--- src/rtl/morse_msg_sequencer.sv ---
// Message sequencer for the Morse encoder: stores letter codes and plays them one at a time,
// inserting inter-letter gaps, word spaces and optional message repeat.
module morse_msg_sequencer #(
  parameter int DEPTH      = 16,
  parameter int AW         = 4,
  parameter int GAP_CYCLES = 1,
  parameter int WORD_GAP   = 3
) (
  input  logic          Clock,
  input  logic          Resetn,
  input  logic          WrEn,
  input  logic [2:0]    WrData,
  input  logic          Clear,
  input  logic          Start,
  input  logic          Abort,
  input  logic          Repeat,
  input  logic          EncIdle,
  output logic [2:0]    EncLetter,
  output logic          Busy,
  output logic          Full,
  output logic          Done,
  output logic [AW:0]   Count,
  output logic [AW-1:0] Index
);

  // state | meaning
  // IDLE  | waiting for Start, buffer writable
  // ISSUE | driving mem[Index] until the encoder leaves its gap state
  // DRAIN | letter accepted, waiting for the encoder to return to its gap state
  // GAP   | extra blank cycles after a letter
  // SPACE | blank cycles for a word space entry
  // NEXT  | advance index, wrap on Repeat or finish
  typedef enum logic [2:0] {IDLE, ISSUE, DRAIN, GAP, SPACE, NEXT} state_t;

  localparam int CW = 8;
  localparam logic [2:0] SP = 3'd4;

  logic [2:0]    mem [DEPTH];
  state_t        state;
  logic [CW-1:0] cnt;
  logic          wr_ok;
  logic          last;
  logic [AW-1:0] idx_nxt;

  assign Full    = (Count == (AW+1)'(DEPTH));
  assign wr_ok   = WrEn && !Full && !Busy && !Clear;
  assign last    = ({1'b0, Index} == (Count - 1'b1));
  assign idx_nxt = Index + 1'b1;

  // codes 5-7 behave exactly like the space code
  function automatic logic [2:0] code_of(input logic [2:0] c);
    return (c >= SP) ? SP : c;
  endfunction

  always_ff @(posedge Clock) begin
    if (wr_ok) mem[Count[AW-1:0]] <= WrData;
  end

  always_ff @(posedge Clock or negedge Resetn) begin
    if (!Resetn) begin
      state     <= IDLE;
      EncLetter <= SP;
      Busy      <= 1'b0;
      Done      <= 1'b0;
      Count     <= '0;
      Index     <= '0;
      cnt       <= '0;
    end else begin
      Done <= 1'b0;
      if (!Busy) begin
        if (Clear)      Count <= '0;
        else if (wr_ok) Count <= Count + 1'b1;
      end
      if (Abort && state != IDLE) begin
        state     <= IDLE;
        Busy      <= 1'b0;
        EncLetter <= SP;
      end else begin
        case (state)
          IDLE: begin
            if (Start && !Abort) begin
              if (Count == '0) begin
                Done <= 1'b1;
              end else begin
                Index     <= '0;
                state     <= ISSUE;
                Busy      <= 1'b1;
                EncLetter <= code_of(mem[0]);
              end
            end
          end
          ISSUE: begin
            // one observed encoder start per letter, then drop back to space
            if (EncLetter == SP) begin
              state <= SPACE;
              cnt   <= CW'(WORD_GAP - 1);
            end else if (!EncIdle) begin
              state     <= DRAIN;
              EncLetter <= SP;
            end
          end
          DRAIN: begin
            if (EncIdle) begin
              if (GAP_CYCLES == 0) begin
                state <= NEXT;
              end else begin
                state <= GAP;
                cnt   <= CW'(GAP_CYCLES - 1);
              end
            end
          end
          GAP, SPACE: begin
            if (cnt == '0) state <= NEXT;
            else           cnt   <= cnt - 1'b1;
          end
          NEXT: begin
            if (last) begin
              if (Repeat) begin
                Index     <= '0;
                state     <= ISSUE;
                EncLetter <= code_of(mem[0]);
              end else begin
                state <= IDLE;
                Busy  <= 1'b0;
                Done  <= 1'b1;
              end
            end else begin
              Index     <= idx_nxt;
              state     <= ISSUE;
              EncLetter <= code_of(mem[idx_nxt]);
            end
          end
          default: begin
            state     <= IDLE;
            Busy      <= 1'b0;
            EncLetter <= SP;
          end
        endcase
      end
    end
  end

endmodule

--- config.mk ---
export PLATFORM = sky130hd
export DESIGN_NAME = morse_msg_sequencer
export DESIGN_NICKNAME = d
export VERILOG_FILES = /design/src/rtl/morse_msg_sequencer.sv
export SDC_FILE = /design/constraint.sdc
export NUM_CORES = 1
export LEC_CHECK = 0
export ABC_AREA = 0
export ABC_CLOCK_PERIOD_IN_PS = 6500
export CAP_MARGIN = 10
export CELL_PAD_IN_SITES_DETAIL_PLACEMENT = 0
export CELL_PAD_IN_SITES_GLOBAL_PLACEMENT = 1
export CORE_ASPECT_RATIO = 0.8
export CORE_MARGIN = 8
export CORE_UTILIZATION = 52
export DETAILED_ROUTE_END_ITERATION = 7
export PLACE_DENSITY = 0.89
export RECOVER_POWER = 50
export SYNTH_ARGS = -nofsm -noshare
export SYNTH_HDL_FRONTEND = slang
export SYNTH_SLANG_ARGS = --single-unit
--- constraint.sdc ---
create_clock -name Clock -period 6.5 [get_ports Clock]
set_clock_uncertainty 0.1 [all_clocks]
set_input_delay 1.625 -clock Clock [delete_from_list [all_inputs] [get_ports Clock]]
set_output_delay 1.625 -clock Clock [all_outputs]
set_load 0.01 [all_outputs]
Word level (Yosys, flattened, before mapping) --
Memories as Yosys holds them, arrays and structs flattened. Cells that the tools add are included.
Cells by class: add/subtract/negate cells 4, order comparisons 2, eq/ne operators 26, mux-type cells 45, bitwise logic cells 2, reductions and logical operators 25
Operators by type and width (count):
- 3-bit 2-to-1 mux | 17
- 3-bit inequality test (second input constant) | 9
- 8-bit 2-to-1 mux | 3
- 8-bit one-hot mux with 3 select lines | 1
- 5-bit AND reduction | 4
- 4-bit 2-to-1 mux | 4
- 3-bit one-hot mux with 5 select lines | 1
- 1-bit 2-to-1 mux | 13
- 3-bit one-hot mux with 4 select lines | 1
- 5-bit 2-to-1 mux | 2
- 2-bit inequality test (second input constant) | 5
- 3-bit equality test (second input constant) | 3
- 8-bit zero test | 1
- 4-bit inequality test (second input constant) | 2
- 4-bit one-hot mux with 2 select lines | 1
- 8-bit by 1-bit subtractor with 8-bit output (second input constant) | 1
- 3-bit by 2-bit equality test with 1-bit output (second input constant) | 2
- 3-bit greater-or-equal comparator (second input constant) | 2
- 6-bit AND reduction | 1
- 3-bit nonzero test | 2
- 5-bit by 1-bit adder with 5-bit output (second input constant) | 1
- 4-bit by 5-bit equality test with 1-bit output | 1
- 5-bit equality test (second input constant) | 1
- 1-bit logical AND | 5
- other kinds (15) | 21
Storage, ports and cells: bits in registers 25, memory bits (writable) 48, input bits 11, output and inout port bits 15, logic and storage cells 112, memories 1
Memories:
- mem | depth 16, width 3, rd ports 2, clocked after memory_dff 0, wr ports 1, RTL line 38 | logic [2:0] mem [DEPTH];

Logic depth before layout (Yosys ltp) --
word-level depth 7, mapped depth 7, mapped depth without buffers 7

Least setup slack after synthesis --
OpenSTA, ideal clock, no wires.
kind input -> register, start input WrEn, end memory mem[3][0] (enable), library setup time 0.345 ns, arrival 2.752 ns, data required time 6.055 ns, path slack 3.303 ns, cell stages on the path 4, buffers on the path 0, cell sequence inv_1 -> nor4_1 -> nand2_1 -> nor3_1
Between the ends: word-level cells in the longest chain between the ends 5
Ends and longest elaborated chain:
- start, declared | RTL line 11 | input logic WrEn,
- 1-bit logical AND (3 in a row) | RTL line 46 | assign wr_ok = WrEn && !Full && !Busy && !Clear;
- 1-bit 2-to-1 mux | RTL line 56 | if (wr_ok) mem[Count[AW-1:0]] <= WrData;
- 1-bit 2-to-1 mux (implied by the code) | RTL line 56
- end, declared | RTL line 38
No other way between the ends.

Worst setup path after layout --
Ends and elaborated chain as after synthesis.

==> qor.yml <==
grt_pass1_vias: 2436
yosys_register_bits: 73
met1_usage: 0.2430
min_period_ns: 3.868
cts_buffer_depth: 2
synth_largest_area_cell: "edfxtp_1"
peakVddDrop_uv: 174.0
wl_per_cell_um: 19.62
maxSlewViolCount: 0
finalSetupTns_ns: 0
holdPathStages: 1
die_x_um: 110.1
drt_iter0_drc: 186
hold_violations: 0
async_flop_share: 0.3425
vias: 2484
placed_area_um2: 3994
p_per_area_nw_per_um2: 358.1
grt_max_degree: 26
ys_types: 55
crit_type: "primary input to register"
cts_buffers: 9
cp.arrival_ns: 3.77
cts_tree: "done"
track_usage: 0.1686
route.detailed.drc: 0
ys.flop_type: "edfxtp_1"
core-area_um2: 6858
cts_resized: 0
p_leak_nw: 1.466
synth.area.top_cells: "edfxtp_1 39%, dfrtp_1 16%, mux4_2 9.2%"
synth_nets: 312
grt_pass1_wl_um: 13050
gp_congestion: 0.7912
ys_seq_area_frac: 0.5619
synth_cells: 293
hp-class: "register to register"
grt_remaining_overflow: 0
max_slew_margin: 0.06514
setup_viol: 0
met3_usage: 0.05155
ant_nets: 0
critPathLaunchType: "primary input"
die_y_um: 91.26
required_ns: 6.40
yosysTopAreaCellShare: 0.3916
tightest_slew_ns: 1.402
yosysWarnings: 0
synth_area_per_cell_um2: 12.56
synth_edf_count: 48
dpl.hpwl_um: 5790
max-cap-violations: 0
dr.pass1.iters: 4
cts_root_buffer: "clkbuf_8"
timing.final.crit_share: 0.5951
rsz0062_at_grt: "no"
clk_pin_slew_worst_paths_ns: 0.07
r2r_cells: 6
hold_buffers: 0
stdcell_area_um2: 4156
dieArea_um2: 10040
portBuffers: 25
nNetsFinal: 337
use_met2: 0.2473
status: "complete, no violations"
vias_per_cell: 6.073
max_freq_mhz: 258.5
start_util: 0.5368
wl_um: 8025
htreeDepth: 3
cp-end-kind: "register"
netlist_area_um2: 3681
clkLatencyLatePin_ns: 0.34
post_cts_buffers: 0
cp_max_fo: 6
top_usage_layer: "met2"
n_antenna_cell: 0
areaGrowthSynthToFinish_pct: 12.92
ios: 26
drive_gt1_frac: 0.1366
antenna_found_initial: 0
rows: 27
cts.sinks: 73
## layout make-up
cell class	instances	area, um^2
tap	87	108.9
timing repair buffer	26	254.0
inverter	11	41.29
clock inverter	6	42.54
sequential	73	2068
clock buffer	9	123.9
fill	535	2701
multi-input combinational	197	1518
## Yosys cell counts, drive strengths merged (2+ instances only)
cell and number:
a2111o 2, a211o 2, a211oi 4, a21o 4, a21oi 5, a31oi 5, a41oi 3, buf 2
clkbuf 9, dfrtp 24, edfxtp 48, ha 8, inv 11, mux4 15, nand2 11, nand2b 6
nand3 8, nand3b 2, nand4 2, nor2 29, nor2b 10, nor3 11, nor3b 2, nor4 2
o21ai 18, o21bai 2, o221ai 2, o22a 4, o2bb2ai 2, o31ai 6, or2 3, or3 2
or3b 2, or4 3, or4b 2, xnor2 4, xor2 3
## cells in the final DEF (no fill, tap or decap), drive strengths merged, types with 3 or more instances in the layout
| master | Yosys | final |
|---|---|---|
| nor3 | 11 | 11 |
| clkdlybuf4s50 | 0 | 16 |
| nand3 | 8 | 8 |
| nor2b | 10 | 10 |
| a211oi | 4 | 4 |
| xnor2 | 4 | 4 |
| or2 | 3 | 3 |
| dlygate4sd3 | 0 | 9 |
| or4 | 3 | 3 |
| nand2 | 11 | 11 |
| o21ai | 18 | 18 |
| ha | 8 | 8 |
| nor2 | 29 | 29 |
| a41oi | 3 | 3 |
| edfxtp | 48 | 48 |
| o22a | 4 | 4 |
| a21o | 4 | 4 |
| dfrtp | 24 | 24 |
| o31ai | 6 | 6 |
| clkbuf | 9 | 10 |
| a31oi | 5 | 5 |
| a21oi | 5 | 5 |
| nand2b | 6 | 6 |
| inv | 11 | 14 |
| xor2 | 3 | 3 |
| mux4 | 15 | 15 |
## critical path, cell delays in order
cell and delay [ns]:
dlygate4sd3_1 0.56, inv_1 0.06, nor4_1 0.77, nand2_1 0.34
nor3_1 0.41
## per-layer routing
metal / part of all wire / wire length [um]
met1: 0.47 / 3797
met2: 0.46 / 3673
met3: 0.062 / 497
met4: 0.0070 / 56
met5: 0 / 0
## stage by stage
step / utilization / power (mW) / hold slack (ns) / worst slack, ns / instances
finish: 0.6061 / 1.488 / 0.4176 / 2.632 / 409
global route: 0.6061 / 1.580 / 0.4651 / 2.522 / 409
global placement: 0.5824 / 1.179 / 0.3953 / 2.540 / 394
floorplan: - / 1.015 / 0.3685 / 3.303 / 293
detailed placement: 0.5824 / 1.185 / 0.4075 / 2.420 / 394
CTS: 0.6066 / 1.499 / 0.4224 / 2.729 / 409
## cells by family after synthesis
group           count (synthesis)  share of synthesized area
fa+ha+maj                       8                    0.02719
mux                            17                    0.09755
buf+inv                        23                    0.02583
xor+xnor                        7                    0.01666
simple gates                   98                     0.1407
compound gates                 67                     0.1302
flops                          73                     0.5619
## sequential cells by signal (all words and copies together), names as in the netlist
register	cells
Busy	1
Count	5
Done	1
EncLetter	3
Index	4
cnt	8
mem	48
state	3
## report_power, final
group | switching [mW] | internal, mW
clock | 0.170 | 0.138
sequential | 0.0819 | 0.548
combinational | 0.282 | 0.268
## path summary, 6_finish.rpt
kind	from	endpoint	slack (ns)
max	WrEn	mem[3][0]	2.63
min	cnt[0]	cnt[0]	0.42
max reg2reg	Index[0]	EncLetter[0]	3.25
min reg2reg	cnt[0]	cnt[0]	0.42
max in group asynchronous	Resetn	cnt[6]	3.44
min in group asynchronous	Resetn	Done	2.03
(Power assumes the default switching activity.)
